<file path="src/rtl/text_mem_arbiter.sv">
// Text-memory arbiter: shares a single-port, synchronous-read text memory
// between core instruction fetch, core data port and an external loader.
// Fetch and data are served round-robin; the loader takes exclusive
// ownership through a RUN -> DRAIN -> LOAD sequence.
module text_mem_arbiter #(
  parameter int unsigned TEXT_BITS = 16,
  parameter int unsigned CNT_BITS  = 16
) (
  input  logic                 clock,
  input  logic                 reset,
  // core instruction fetch
  input  logic                 f_req,
  input  logic [TEXT_BITS-1:0] f_addr,
  output logic                 f_gnt,
  output logic                 f_rvalid,
  output logic [31:0]          f_rdata,
  // core data port
  input  logic                 d_req,
  input  logic                 d_we,
  input  logic [TEXT_BITS-1:0] d_addr,
  input  logic [3:0]           d_be,
  input  logic [31:0]          d_wdata,
  output logic                 d_gnt,
  output logic                 d_rvalid,
  output logic [31:0]          d_rdata,
  // boot / debug loader
  input  logic                 ld_en,
  input  logic                 ld_valid,
  input  logic                 ld_we,
  input  logic [TEXT_BITS-3:0] ld_addr,
  input  logic [31:0]          ld_wdata,
  output logic                 ld_ack,
  output logic [31:0]          ld_rdata,
  output logic                 ld_active,
  output logic [CNT_BITS-1:0]  ld_count,
  // text memory
  output logic [TEXT_BITS-3:0] m_addr,
  output logic                 m_we,
  output logic [3:0]           m_be,
  output logic [31:0]          m_wdata,
  input  logic [31:0]          m_rdata
);

  typedef enum logic [1:0] {
    ST_RUN   = 2'd0,
    ST_DRAIN = 2'd1,
    ST_LOAD  = 2'd2
  } state_t;

  // Identifies which requester owns the read data returning next cycle.
  typedef enum logic [1:0] {
    TAG_NONE  = 2'd0,
    TAG_FETCH = 2'd1,
    TAG_DATA  = 2'd2,
    TAG_LOAD  = 2'd3
  } tag_t;

  state_t               state, state_nxt;
  tag_t                 tag, tag_nxt;
  logic                 last_data, last_data_nxt;
  logic [CNT_BITS-1:0]  count;
  logic                 count_inc, count_clr;

  // Byte-offset bits of the core addresses are intentionally ignored.
  logic unused_addr_lsbs;
  assign unused_addr_lsbs = ^{f_addr[1:0], d_addr[1:0]};

  // State, round-robin pointer, response tag and loader write counter.
  always_ff @(posedge clock or posedge reset) begin
    if (reset) begin
      state     <= ST_RUN;
      tag       <= TAG_NONE;
      last_data <= 1'b1;
      count     <= '0;
    end else begin
      state     <= state_nxt;
      tag       <= tag_nxt;
      last_data <= last_data_nxt;
      if (count_clr)
        count <= '0;
      else if (count_inc && (count != '1))
        count <= count + CNT_BITS'(1);
    end
  end

  // Next-state, grant and memory-port decode.
  always_comb begin
    state_nxt     = state;
    tag_nxt       = TAG_NONE;
    last_data_nxt = last_data;
    f_gnt         = 1'b0;
    d_gnt         = 1'b0;
    m_addr        = '0;
    m_we          = 1'b0;
    m_be          = '0;
    m_wdata       = '0;
    count_inc     = 1'b0;
    count_clr     = 1'b0;
    case (state)
      ST_RUN: begin
        if (ld_en) begin
          state_nxt = ST_DRAIN;
        end else if (f_req && (!d_req || last_data)) begin
          f_gnt         = 1'b1;
          m_addr        = f_addr[TEXT_BITS-1:2];
          tag_nxt       = TAG_FETCH;
          last_data_nxt = 1'b0;
        end else if (d_req) begin
          d_gnt         = 1'b1;
          m_addr        = d_addr[TEXT_BITS-1:2];
          last_data_nxt = 1'b1;
          if (d_we) begin
            m_we    = 1'b1;
            m_be    = d_be;
            m_wdata = d_wdata;
          end else begin
            tag_nxt = TAG_DATA;
          end
        end
      end
      ST_DRAIN: begin
        if (ld_en) begin
          state_nxt = ST_LOAD;
          count_clr = 1'b1;
        end else begin
          state_nxt = ST_RUN;
        end
      end
      ST_LOAD: begin
        // An access strobed in the same cycle ld_en falls is still issued.
        if (ld_valid) begin
          m_addr  = ld_addr;
          tag_nxt = TAG_LOAD;
          if (ld_we) begin
            m_we      = 1'b1;
            m_be      = '1;
            m_wdata   = ld_wdata;
            count_inc = 1'b1;
          end
        end
        if (!ld_en)
          state_nxt = ST_RUN;
      end
      default: state_nxt = ST_RUN;
    endcase
  end

  // Response routing decoded from the registered tag.
  always_comb begin
    f_rvalid  = (tag == TAG_FETCH);
    d_rvalid  = (tag == TAG_DATA);
    ld_ack    = (tag == TAG_LOAD);
    ld_active = (state == ST_LOAD);
    ld_count  = count;
    f_rdata   = m_rdata;
    d_rdata   = m_rdata;
    ld_rdata  = m_rdata;
  end

endmodule

</file>
<file path="config.mk">
export PLATFORM = sky130hd
export DESIGN_NAME = text_mem_arbiter
export DESIGN_NICKNAME = d
export VERILOG_FILES = /design/src/rtl/text_mem_arbiter.sv
export SDC_FILE = /design/constraint.sdc
export NUM_CORES = 1
export LEC_CHECK = 0
export CAP_MARGIN = 30
export CORE_AREA = 2 2 126 128
export DETAILED_ROUTE_END_ITERATION = 10
export DIE_AREA = 0 0 128 130
export HOLD_SLACK_MARGIN = 0.08
export MAX_ROUTING_LAYER = met4
export PLACE_DENSITY = 0.6
export SETUP_SLACK_MARGIN = 0.05
export SYNTH_ARGS = -nofsm -noshare
export SYNTH_HDL_FRONTEND = slang
export SYNTH_SLANG_ARGS = --single-unit
</file>
<file path="constraint.sdc">
create_clock -name clock -period 2.3 [get_ports clock]
set_input_delay 0.46 -clock clock [delete_from_list [all_inputs] [get_ports clock]]
set_output_delay 0.46 -clock clock [all_outputs]
set_load 0.005 [all_outputs]
</file>
* Yosys cells after proc, flatten, opt, wreduce, memory -nomap -nowiden
Cells that the tools add are included.
** Storage, ports and cells
- Word-level logic and storage cells :: 73
- Bits in registers :: 21
- Bits of input ports :: 154
- Output and inout port bits :: 169
** Operators by class
- $add $sub $neg :: 1
- Eq/ne operators :: 8
- Mux-type cells :: 50
- Reduce and logical (&&, ||, !) cells :: 9
- Bitwise logic cells :: 1
** Operators with widths (count)
- $mux 32 :: 6
- $pmux 32 s2 :: 1
- $mux 14 :: 4
- $mux 16 :: 2
- $pmux 14 s2 :: 1
- $mux 4 :: 6
- $mux 1 :: 18
- $add 16x1->16 const B :: 1
- $mux 2 :: 8
- $ne 16x16->1 const B :: 1
- $pmux 4 s2 :: 1
- $eq 2x2->1 const B :: 3
- $pmux 2 s3 :: 1
- $eq 2x1->1 const B :: 2
- $ne 2x2->1 const B :: 2
- $pmux 2 s2 :: 1
- $reduce_bool 2->1 :: 2
- $reduce_and 3->1 :: 1
- $logic_and 1x1->1 :: 2
- $logic_not 2->1 :: 1
- $pmux 1 s2 :: 1
- $reduce_and 2->1 :: 1
- $logic_not 1->1 :: 1
- $logic_or 1x1->1 :: 1
- $not 1->1 :: 1

* Longest topological paths before layout
- Depth after elaboration :: 6
- Depth in mapped cells :: 8
- Mapped depth without buffers :: 6

* Worst setup path before layout
No wires, ideal clock.
- Path type :: input port to output port
- From :: input port ld_en
- To :: output port m_wdata[10]
- Data required time :: 1.840 ns
- Path buffers :: 3
- Slack :: 0.155 ns
- Arrival time :: 1.685 ns
- Cell stages on the path :: 7
- Path through :: nor3_1 -> and3_1 -> buf_2 -> and2_1 -> buf_2 -> buf_2 -> a22o_1
** On the way
- Word-level cells in the longest chain between the ends :: 2
** RTL lines
- start: declaration :: RTL line 27 : input logic ld_en,
- $mux 32 :: RTL line 101 : if (ld_en) begin
- $pmux 32 s2 :: RTL line 99 : case (state)
- end: declaration :: RTL line 40 : output logic [31:0] m_wdata,
No other way between the ends.

* Final worst setup path
- From :: register last_data
- To :: output port m_we
** On the way
- Word-level cells in the longest chain between the ends :: 5
** RTL lines
- start: declaration :: RTL line 60 : logic last_data, last_data_nxt;
- start signal: assignment :: RTL line 78 : last_data <= last_data_nxt;
- $logic_or 1x1->1 :: RTL line 103 : end else if (f_req && (!d_req || last_data)) begin
- $logic_and 1x1->1 :: RTL line 103
- $mux 1 :: RTL line 103
- $mux 1 :: RTL line 101
- $pmux 1 s2 :: RTL line 99
- end: declaration :: RTL line 38 : output logic m_we,
No other way between the ends.

==> metrics.txt <==
Cell Area, Synth=2430 µm²; die area=16,600 µm²; clock buffer depth=2; die width=128 µm; WL final=10,100 µm; sequential power share=between 20% and 30%; Total Routing Usage GR=between 10% and 20%; unrepaired setup endpoints after global routing=yes; mux share of post-synthesis cell area=0.413%; failing checks=negative setup slack; vias in the first global route=2,576; PortBufs=190; critical-path cell list=nand2_2 > and3_4 > and2_4 > buf_12 > buf_12 > buf_16 > or2_4 > buf_6; # rows=46; Cell Int Power=1040 µW; first-pass GRT wire length=14,200 µm; drt first pass iters=5; syn_nets=458; Worst Hold Class=in -> async; endpoints failing setup=24; switching share of power=26.4%; number of synthesized flops with an enable pin=0; routed len/inst=~16 µm; ys flop type=dfrtp_1; Clock transition at path regs=~0.06 ns; worst-case reg-to-reg path depth=7; peak supply drop=0.270 mV; Final Hold Vio Count=0; post-synthesis compound-gate area fraction=22.7%; Lkg Pwr=0.00195 µW; Seq/Total Area, Yosys=21.7%; final slew viol count=0; WL met2=between 4000 and 5000 µm; largest family of logic cells by synthesized area=buffers and inverters; clock network power share=a little over a quarter; GP Congestion=0.826; Yosys warnings=0; number of buffers created by CTS=3; initial antenna violation count=0; period utilisation layout=103%; met3 wirelength from detailed routing=853 µm; Clock Sink Count=21; Final Skew=0.00185 ns; Worst-Margin Slew=0.378 ns; hold buffer count at CTS=0; Post-Syn Instances=303; CP max stage cell=dfstp_2; fin worst setup slack=-0.0669 ns; synthesized flop and latch total=21; initial DRC count=around 130; Routed Antenna Nets=0; layout cell share with drive strength beyond 1=27.1%; Adder-Cell Fraction of Synth Area=less than 1%; CTS HTree Levels=1; vias per inst=~4.2; simple-gate share of the synthesized area=16.9%; Synth async-reset ratio=100%; Combinational Power Share=44.8%; Worst Setup Start Kind=flop; dpl ws=-0.633 ns; reg2reg end=ld_count[11]; ANT cells=0; core area=approximately 15,000 µm²; # DRC=0; Worst R2R Setup Slack=0.30 ns; I/O pin total=about 320; CP Data Required Time=~1.8 ns; count of cell types in the netlist=41; maxcap violations=0; Sw Pwr=374 µW; Syn Area/Cell=8.01 µm²; Synth Area in XOR/XNOR=2.17%; CP peak stage delay=roughly 0.54 ns; Initial Utilization=15.7%; largest net degree at the start of global routing=22; Die Y=130 µm; area grow syn2layout=75.4%; total congestion overflow=0; setup TNS=-0.614 ns; Crit Path Category=reg -> out; Max Used Layer=met4; crit-path max FO=5; CP most frequent cell=buf_12; fin crit period=2.37 ns; Critical Path End Type=output pin; via count=2,592; Relative slew margins=74.8%; Final HPWL DP=7320 µm; status=complete, but fails checks; met1 wire length=approximately 4200 µm; CP arrival=1.91 ns; fmax=between 0.4 and 0.5 GHz; worst r2r src=state[0]; Root Buffer=clkbuf_16; Power Density=333 nW/µm²; CTS tree=yes; Nets=587; Worst-Skew Late Latency=0.25 ns
[critical path: cells and delay by family (launching register included)]
family / cells / cell delay, ns
buffers and inverters: 4 / 0.51
and+or+nand+nor: 4 / 0.60
DFF: 1 / 0.54
[kinds of logic (layout without fill, tap and decap cells)]
| logic type | after synthesis | in the layout |
|---|---|---|
| flip-flops | 21 | 21 |
| buffers and inverters | 131 | 259 |
| multiplexers | 1 | 1 |
| XOR/XNOR | 6 | 6 |
| AO/OA/AOI/OAI | 67 | 67 |
| AND/OR/NAND/NOR | 76 | 76 |
| adder cells (fa/ha/maj) | 1 | 1 |
[cell type report]
type	instances	area [µm²]
tap	192	240
sequential	21	527
timing repair buffer	235	2260
inverter	20	75.1
fill	1680	11200
clock buffer	4	78.8
multi-input combinational	151	1070
[sequential cells by signal, summed over array words and instances (netlist names)]
signal and cells:
tag 2, last_data 1, ld_count 16, state 2
[worst max-delay path by stage]
| stage | from | slack (ns) | cells after the start | to |
|---|---|---|---|---|
| global route | last_data | -0.13 | 8 | m_we |
| global placement | ld_en | -0.59 | 7 | m_wdata[27] |
| CTS | last_data | -0.14 | 9 | m_wdata[28] |
| finish | last_data | -0.07 | 8 | m_we |
| detailed placement | ld_en | -0.63 | 7 | m_wdata[27] |
| floorplan | ld_en | 0.16 | 7 | m_wdata[10] |
[cells in the final DEF (no fill, tap or decap), types with 8 or more instances in the layout]
| cell type | n |
|---|---|
| nand2_1 | 17 |
| buf_4 | 22 |
| buf_2 | 42 |
| inv_1 | 20 |
| a22o_1 | 32 |
| a222oi_1 | 14 |
| clkbuf_2 | 8 |
| nor2_1 | 10 |
| dfrtp_1 | 20 |
| clkdlybuf4s50_1 | 134 |
[per-layer routing]
metal	global-route usage [%]	vias up
met2	18.1	139
li1	-	1237
met3	2.34	29
met5	-	-
met4	3.17	0
met1	14.5	1187
[stage by stage]
stage                     hold slack [ns]  utilization [%]  total power [µW]  cell area, µm²  std cells
after floorplan                     0.436                -               721            2430        303
after global placement              0.502             25.9              1020            3990        597
after detailed placement            0.508             25.9              1030            3990        597
after CTS                           0.546             28.0              1450            4320        621
after global routing                0.560             27.6              1510            4260        623
final                               0.535             27.6              1420            4260        623
[cell usage after synthesis, drive strengths merged (2+ instances only)]
| library cell | n | area share (%) |
|---|---|---|
| nor2b | 4 | 1.0 |
| dfrtp | 20 | 21 |
| a222oi | 14 | 5.8 |
| or2 | 3 | 0.77 |
| inv | 20 | 3.1 |
| a21oi | 7 | 1.6 |
| clkbuf | 7 | 1.1 |
| nor4 | 2 | 0.52 |
| or3 | 4 | 1.0 |
| xnor2 | 3 | 1.1 |
| or4 | 4 | 1.4 |
| a22o | 32 | 12 |
| o211ai | 3 | 0.93 |
| and3 | 4 | 1.0 |
| nand3 | 8 | 1.9 |
| o31ai | 2 | 0.62 |
| xor2 | 3 | 1.1 |
| nand4 | 7 | 2.1 |
| and2 | 5 | 1.3 |
| buf | 104 | 31 |
| nor2 | 10 | 1.5 |
| o21ai | 6 | 1.4 |
| nand2 | 21 | 3.2 |
[power groups by stage]
stage	combinational [µW]	clock [µW]	sequential, µW
detailed placement	610	0	421
finish	636	368	414
floorplan	296	0	425
global placement	602	0	419
CTS	658	383	412
global route	689	404	418
[timing repair]
| action | in CTS | in global routing |
|---|---|---|
| endpoints found under the hold margin | 0 | 0 |
| pin swaps | 19 | 23 |
| setup buffers | 11 | 6 |
| cloned | 9 | 1 |
| gates resized for setup | 205 | 34 |
| endpoints found under the setup margin | 53 | 53 |
Power figures use the tool's default switching activity.
